==> config.mk <==
export PLATFORM = sky130hd
export DESIGN_NAME = instr_mem_loader
export DESIGN_NICKNAME = d
export VERILOG_FILES = /design/src/rtl/instr_mem_loader_pkg.sv /design/src/rtl/instr_mem_loader.sv
export SDC_FILE = /design/constraint.sdc
export NUM_CORES = 1
export LEC_CHECK = 0
export ABC_AREA = 1
export CAP_MARGIN = 10
export CORE_MARGIN = 4
export CORE_UTILIZATION = 40
export DETAILED_ROUTE_END_ITERATION = 16
export GPL_TIMING_DRIVEN = 0
export PLACE_DENSITY = 0.7
export SYNTH_ARGS = -nofsm -noshare
export SYNTH_HDL_FRONTEND = slang
export SYNTH_SLANG_ARGS = --single-unit
==> constraint.sdc <==
create_clock -name clk -period 1.84 [get_ports clk]
set_input_delay 0.368 -clock clk [delete_from_list [all_inputs] [get_ports clk]]
set_output_delay 0.368 -clock clk [all_outputs]
set_load 0.05 [all_outputs]
==> src/rtl/instr_mem_loader_pkg.sv <==
// Shared definitions for the instruction-memory loader: FSM state encoding
// and the width of the word-count field carried in the byte stream header.
package instr_mem_loader_pkg;

  localparam int LEN_W = 16;

  typedef enum logic [2:0] {
    IDLE   = 3'd0,
    LEN_LO = 3'd1,
    LEN_HI = 3'd2,
    DATA   = 3'd3,
    DONE   = 3'd4,
    ERR    = 3'd5
  } state_t;

endpackage

==> src/rtl/instr_mem_loader.sv <==
// Streams a length-prefixed byte image into instruction memory as 32-bit
// little-endian words, holding the datapath in reset until the load completes.
module instr_mem_loader
  import instr_mem_loader_pkg::*;
#(
  parameter int ADDR_W = 6
) (
  input  logic              clk,
  input  logic              rst,
  input  logic              start,
  input  logic              in_valid,
  input  logic [7:0]        in_data,
  output logic              in_ready,
  output logic              mem_we,
  output logic [ADDR_W-1:0] mem_addr,
  output logic [31:0]       mem_wdata,
  output logic              cpu_rst_n,
  output logic              busy,
  output logic              done,
  output logic              err
);

  localparam logic [LEN_W:0] MAX_WORDS = (LEN_W + 1)'(1) << ADDR_W;

  state_t           state;
  logic [7:0]       len_lo;
  logic [LEN_W-1:0] len;
  logic [LEN_W-1:0] word_idx;
  logic [1:0]       byte_cnt;
  logic [23:0]      shreg;
  logic             accept;
  logic [LEN_W-1:0] len_in;

  assign accept   = in_valid && in_ready;
  assign len_in   = {in_data, len_lo};

  assign in_ready = (state == LEN_LO) || (state == LEN_HI) || (state == DATA);
  assign busy     = in_ready;
  assign done     = (state == DONE);
  assign err      = (state == ERR);
  // The final word is written during the first DONE cycle; release the core after it.
  assign cpu_rst_n = (state == DONE) && !mem_we;

  always_ff @(posedge clk or negedge rst) begin
    if (!rst) begin
      state     <= IDLE;
      len_lo    <= '0;
      len       <= '0;
      word_idx  <= '0;
      byte_cnt  <= '0;
      shreg     <= '0;
      mem_we    <= 1'b0;
      mem_addr  <= '0;
      mem_wdata <= '0;
    end else begin
      mem_we <= 1'b0;
      case (state)
        IDLE, DONE, ERR: begin
          if (start) begin
            state    <= LEN_LO;
            word_idx <= '0;
            byte_cnt <= '0;
          end
        end
        LEN_LO: begin
          if (accept) begin
            len_lo <= in_data;
            state  <= LEN_HI;
          end
        end
        LEN_HI: begin
          if (accept) begin
            len <= len_in;
            if (len_in == '0)
              state <= DONE;
            else if ({1'b0, len_in} > MAX_WORDS)
              state <= ERR;
            else
              state <= DATA;
          end
        end
        DATA: begin
          if (accept) begin
            byte_cnt <= byte_cnt + 2'd1;
            shreg    <= {in_data, shreg[23:8]};
            if (byte_cnt == 2'd3) begin
              mem_we    <= 1'b1;
              mem_addr  <= word_idx[ADDR_W-1:0];
              mem_wdata <= {in_data, shreg};
              word_idx  <= word_idx + 16'd1;
              if (word_idx + 16'd1 == len)
                state <= DONE;
            end
          end
        end
        default: state <= IDLE;
      endcase
    end
  end

endmodule

==> results of run 1 <==
## final cells by class
type | instances | area, um^2
clock buffers | 9 | 225
repair buffers | 74 | 652
fillers | 1096 | 5750
flip-flops and latches | 108 | 2710
well taps | 168 | 210
multi-input cells | 385 | 2000
clock inverters | 7 | 93.8
inverters | 72 | 275
plain buffers | 20 | 141
## state kept, by name (all words and copies together) (netlist names)
register,count
word_idx,16
byte_cnt,2
mem_we,1
shreg,24
len_lo,8
mem_wdata,32
len,16
state,3
mem_addr,6
## timing repair
item,in CTS,in global routing
pin swaps,20,17
resized for setup,92,57
buffers inserted,12,6
setup endpoints to repair,98,64
## worst max path at each step
stage / startpoint / endpoint / slack [ps] / cells past startpoint
finish: word_idx[0] / state[0] / -110 / 11
global route: word_idx[1] / state[0] / -180 / 16
CTS: word_idx[1] / state[0] / -100 / 16
global placement: rst / word_idx[10] / -3630 / 1
floorplan: mem_we / cpu_rst_n / -7 / 1
detailed placement: in_valid / word_idx[4] / -420 / 7
## Yosys cell counts, drive strengths merged, types with 2 or more instances
| cell type | number |
|---|---|
| nand2 | 176 |
| dfrtp | 108 |
| o21ai | 91 |
| inv | 72 |
| nand3 | 40 |
| nor2 | 35 |
| buf | 10 |
| clkbuf | 10 |
| o22ai | 9 |
| nand4 | 8 |
| nand3b | 5 |
| a21oi | 3 |
| xor2 | 3 |
| ha | 2 |
| mux2 | 2 |
| nor3 | 2 |
| o21bai | 2 |
| or2 | 2 |
| xnor2 | 2 |
## logic make-up after synthesis
| kind of cell | after synthesis | synth area share [%] |
|---|---|---|
| fa+ha+maj | 2 | 0.506 |
| buf+inv | 92 | 7.53 |
| compound gates | 107 | 12.0 |
| xor+xnor | 5 | 0.885 |
| simple gates | 269 | 24.0 |
| flops | 108 | 54.6 |
| mux | 2 | 0.455 |
## power groups by stage
stage	logic, mW	registers (mW)	clock network, mW
floorplan	1.79	5.21	0
CTS	4.49	3.97	2.07
finish	4.64	3.97	2.03
detailed placement	4.59	4.03	0
global route	5.05	4.10	2.17
global placement	4.51	4.00	0
## metrics by stage
| step | util (%) | setup TNS [ps] |
|---|---|---|
| floorplan | - | -6.84 |
| detailed placement | 47.7 | -14860 |
| CTS | 51.2 | -191 |
| finish | 52.3 | -249 |
| global placement | 47.5 | -404620 |
| global route | 52.3 | -2580 |
## layer usage
layer	routed length [um]	vias up	global-route usage, %
li1	-	2058	-
met1	5700	2024	24.7
met2	5870	115	29.6
met3	722	18	3.61
met4	250	0	5.72
met5	0	-	0
==> run summary, run 1 <==
Clock buffer depth = 2
Most common cell after layout, fill and taps aside = nand2_1
Synthesized area per cell = 8.46 um^2
Slowest stage cell on the critical path = dfrtp_2
DP Cell Count = 809
Die W = 119 um
Sw Ratio = 45.1%
Final worst slack = -109 ps
R2r setup slk = -110 ps
Critical Path End Type = flip-flop
Share of Yosys cell area claimed by the top area cell type = 54.6%
Cell Chain, Critical Path = ha_4, buf_4, xnor2_1, xor2_1, nand4_1, nor2_2, nand3_2, nand2_4, nand2_2, nand2_1, nand2_1
CTS tree = yes
Synth cell types = 32
Minimum hold slack = 79.8 ps
Die area = 14200 um^2
Asr flop ratio synth = 100%
Number of buffers added on ports = 55
Cell count after synthesis = 585
Total power = 10.6 mW
Worst-margin pin slew = 752 ps
Final setup violation count = 4
Number of diodes = 0
Register bit count reported by yosys = 108
Worst R2R End = state[0]
Critical Path RT = 2080 ps
Detailed-placement wirelength estimate = 9070 um
# rows = 40
Cts bufs inserted = 9
H-tree levels = 3
Core footprint = 12100 um^2
Worst Path Buf+Inv = 1
Initial Util = 41.0%
P_leak = 3.03 nW
Maxcap violations = 0
Most frequent cells in the layout = nand2_1, dfrtp_1, o21ai_0
Synth Cell Area = 4950 um^2
# clock sinks = 108
Minimum clock period = 1950 ps
CTS Hold Bufs = 0
Switching power = 4.80 mW
DR pass1 iterations = 4
Final worst clock skew = 12.3 ps
Clock-pin slew of the registers on the worst-case setup and hold paths = 80 ps
# DRC = 0
Worst slew margin = 49.9%
Vias = 4215
Status = finished, violations left
Seq/Total Area, Yosys = 54.6%
Peak supply drop = 1060 uV
Top_reg_cell synth = dfrtp_1
Max stage delay on crit path = 430 ps
Final std cells w/o fill = 843
Tot GR Track Use = 18.2%
Largest net degree at the start of global routing = 58
Failing checks = negative setup slack
Clk_lat worst skew = 350 ps
Gr ovfl total = 0
Final period util = 106%
Iteration-0 DRC Markers = 209
Number of flops mapped to enable cells by yosys = 0
Global-route wire length before repair = 20900 um
CTS Root Cell = clkbuf_16
Area growth syn-to-layout = 27.6%
Combinational share of power = 43.6%
Die height = 119 um
Setup WS pre-CTS = -420 ps
Worst R2R Path Depth = 11
Io pins = 56
WL/cell = 14.9 um
Warnings, synthesis = 0
Hold Crit Class = primary input to async pin
RSZ-0062 raised after global routing = yes
Crit path kind = flip-flop to flip-flop
Critical Path AT = 2190 ps
Maximum net fanout on the critical path = 4
Final instance area = 6310 um^2
Crit path top cell by count = nand2_1
Leading area contributor after synthesis = dfrtp_1
CP delay by family, top = simple AND/OR/NAND/NOR gates
Placed inst area = 5750 um^2
Critical path startpoint category = flip-flop
Vias per inst = 5.00
Antenna violations before repair = 0
Reg-to-reg startpoint = word_idx[0]
Syn nets = 599
P_int = 5.85 mW
Fraction of layout instances using a drive strength above 1 = 17.8%
Maximum clock frequency = 513 MHz
Nets = 684
PD cells = 1690 nW/um^2
GPL Wtd Cong = 0.914
Part of the power in registers = 37.3%
Clk pwr share = 19.1%
Top cells by area, synth = dfrtp_1, nand2_1, o21ai_0
Max-slew violations = 0
Number of global-route vias before repair = 4205
Final ANT Viol Nets = 0
Final hold vios = 0
Final Routed Wirelength = 12500 um
Note: power is estimated with default switching activity, not from simulation.
==> inputs of run 2 (changes only) <==
--- a/config.mk
+++ b/config.mk
@@ -6,12 +6,12 @@
 export NUM_CORES = 1
 export LEC_CHECK = 0
 export ABC_AREA = 1
-export CAP_MARGIN = 10
 export CORE_MARGIN = 4
 export CORE_UTILIZATION = 40
 export DETAILED_ROUTE_END_ITERATION = 16
 export GPL_TIMING_DRIVEN = 0
 export PLACE_DENSITY = 0.7
+export SLEW_MARGIN = 5
 export SYNTH_ARGS = -nofsm -noshare
 export SYNTH_HDL_FRONTEND = slang
 export SYNTH_SLANG_ARGS = --single-unit
==> constraint.sdc (replaced) <==
create_clock -name clk -period 1.84 [get_ports clk]
set_input_delay 0.368 -clock clk [delete_from_list [all_inputs] [get_ports clk]]
set_output_delay 0.368 -clock clk [all_outputs]
set_load 0.01 [all_outputs]
==> run 2 against run 1 <==
The run still ends with negative setup slack left. Worst setup slack worse by 100 ps. Global-route usage is 0.29 points higher. Die area stayed put. Count of clock-buffer cells in the layout is 1 higher. Largest cell class unchanged.
==> run summary, run 2 (synthesis gave the netlist of run 1 again) <==
Core footprint = 12100 um^2 (unchanged)
Global-route wire length before repair = 21100 um (+1.3%)
Max reg flops = 32 (unchanged)
Final instance area = 6460 um^2 (+2.3%)
Clk_lat worst skew = 350 ps (about the same)
# DRC = 0 (unchanged)
Failing checks = negative setup slack
Number of global-route vias before repair = 4248 (+1.0%)
# clock sinks = 108 (unchanged)
Io pins = 56 (unchanged)
Number of buffers added on ports = 55 (unchanged)
Largest net degree at the start of global routing = 56 (-3.4%)
Clock-pin slew of the registers on the worst-case setup and hold paths = 70 ps (about the same)
Most frequent cells in the layout = nand2_1, dfrtp_1, o21ai_0
Maximum clock frequency = 487 MHz (-5.1%)
Critical path startpoint category = flip-flop
Worst-margin pin slew = 703 ps (-48.8 ps)
Final setup violation count = 4 (unchanged)
Area growth syn-to-layout = 30.5%
Minimum clock period = 2050 ps (+105 ps)
Die W = 119 um (unchanged)
PD cells = 1490 nW/um^2 (-11%)
Vias = 4349 (+3.2%)
CTS Hold Bufs = 0 (unchanged)
Die height = 119 um (unchanged)
Gr ovfl total = 0 (unchanged)
Final std cells w/o fill = 851 (+0.95%)
GPL Wtd Cong = 0.876 (-4.2%)
DR pass1 iterations = 5 (+1)
Iteration-0 DRC Markers = 328 (+57%)
Largest Register = mem_wdata
# rows = 40 (unchanged)
H-tree levels = 3 (unchanged)
Number of diodes = 0 (unchanged)
Most common cell after layout, fill and taps aside = nand2_1
WL/cell = 15.4 um (+3.7%)
Antenna violations before repair = 0 (unchanged)
Vias per inst = 5.11 (+2.2%)
Final hold vios = 0 (unchanged)
Critical Path End Type = flip-flop
Nets = 693 (+1.3%)
Clock buffer depth = 2 (unchanged)
Cts bufs inserted = 9 (unchanged)
Initial Util = 41.0% (unchanged)
DP Cell Count = 809 (unchanged)
Worst slew margin = 53.1% (+3.3 points)
CTS Root Cell = clkbuf_16
RSZ-0062 raised after global routing = yes
Tot GR Track Use = 18.5% (+0.29 points)
P_leak = 2.96 nW (-2.0%)
Final ANT Viol Nets = 0 (unchanged)
Detailed-placement wirelength estimate = 9310 um (+2.6%)
Final Routed Wirelength = 13100 um (+4.6%)
Largest regs = mem_wdata x32, shreg x24
Critical Path RT = 2090 ps (about the same)
Crit path kind = flip-flop to flip-flop
Fraction of layout instances using a drive strength above 1 = 19.3% (+1.5 points)
Placed inst area = 5730 um^2 (-0.26%)
Hold Crit Class = primary input to async pin
Max-slew violations = 0 (unchanged)
Final worst clock skew = 8.31 ps (-3.96 ps)
Fillcell total = 1080 (-1.5%)
Die area = 14200 um^2 (unchanged)
Final worst slack = -214 ps (-105 ps)
Maxcap violations = 0 (unchanged)
Critical Path AT = 2300 ps (+110 ps)
Maximum net fanout on the critical path = 6 (+2)
Final period util = 112% (+5.7 points)
Peak supply drop = 978 uV (-7.5%)
CTS tree = yes
Status = finished, violations left
-- run 2: cell count changes in the layout (fill, tap and decap cells not counted), moves of 5 or more --
cell	before	now
clkdlybuf4s50_1	10	49
dlygate4sd2_1	39	1
nand2_1	167	153
nand2_2	7	21
buf_4	25	30
-- run 2: timing repair --
| action | 4_1_cts | 5_1_grt |
|---|---|---|
| gates cloned | 0 | 1 |
| pin swaps | 18 | 21 |
| endpoints found under the setup margin | 49 | 59 |
| buffers inserted | 17 | 11 |
| gates resized for setup | 27 | 80 |
-- run 2: critical path, cell delays in order (launching register included) --
cell     delay, ps
dfrtp_1        410
buf_4          180
nand3_4        110
nor2_4         210
nand3_2        100
nand2_1        110
nand2_1         50
nand2_1         70
nand2_1         80
nor2_2         170
nand3_2        130
nand2_2        120
nand2_2         70
nand2_1        100
nand2_1         40
-- run 2: layout make-up --
type / instances / area [um^2] / share of cell area [%]
Buffer: 19 / 136 / 2.11
Sequential cell: 108 / 2710 / 41.9
Tap cell: 168 / 210 / 3.25
Multi-Input combinational cell: 385 / 2030 / 31.5
Timing Repair Buffer: 84 / 813 / 12.6
Clock buffer: 10 / 239 / 3.70
Inverter: 72 / 278 / 4.30
Clock inverter: 5 / 45.0 / 0.697
-- run 2: worst paths after layout --
kind,start,end,slack [ps],cells after the start
min,rst,shreg[14],50,1
min in group clk,shreg[13],shreg[5],490,2
max reg2reg,word_idx[0],state[0],-210,14
max in group asynchronous,rst,state[1],1050,2
max,word_idx[0],state[0],-210,14
min reg2reg,shreg[13],shreg[5],490,2
-- run 2: power breakdown --
group	internal [mW]	switching [mW]
Combinational	1.79	1.96
Clock	0.968	0.909
Sequential	3.33	0.687
Total	6.09	3.56
-- run 2: stage by stage --
| step | total power [mW] | util [%] | worst slack (ps) | hold slack, ps | TNS (ps) |
|---|---|---|---|---|---|
| floorplan | 5.66 | - | 70.4 | 72.4 | 0 |
| global placement | 7.14 | 47.3 | -3550 | 462 | -395550 |
| detailed placement | 7.29 | 47.5 | -393 | 460 | -14170 |
| CTS | 9.31 | 51.3 | -146 | 80.3 | -351 |
| global route | 10.3 | 53.6 | -351 | 108 | -1720 |
| finish | 9.65 | 53.6 | -214 | 52.4 | -575 |
-- run 2: routing by layer --
| metal | global-route usage, % | share of wire, % | wire length, um |
|---|---|---|---|
| met1 | 24.8 | 45 | 5940 |
| met2 | 30.0 | 48 | 6240 |
| met3 | 3.70 | 5.0 | 662 |
| met5 | 0 | 0 | 0 |
| met4 | 6.37 | 2.2 | 284 |
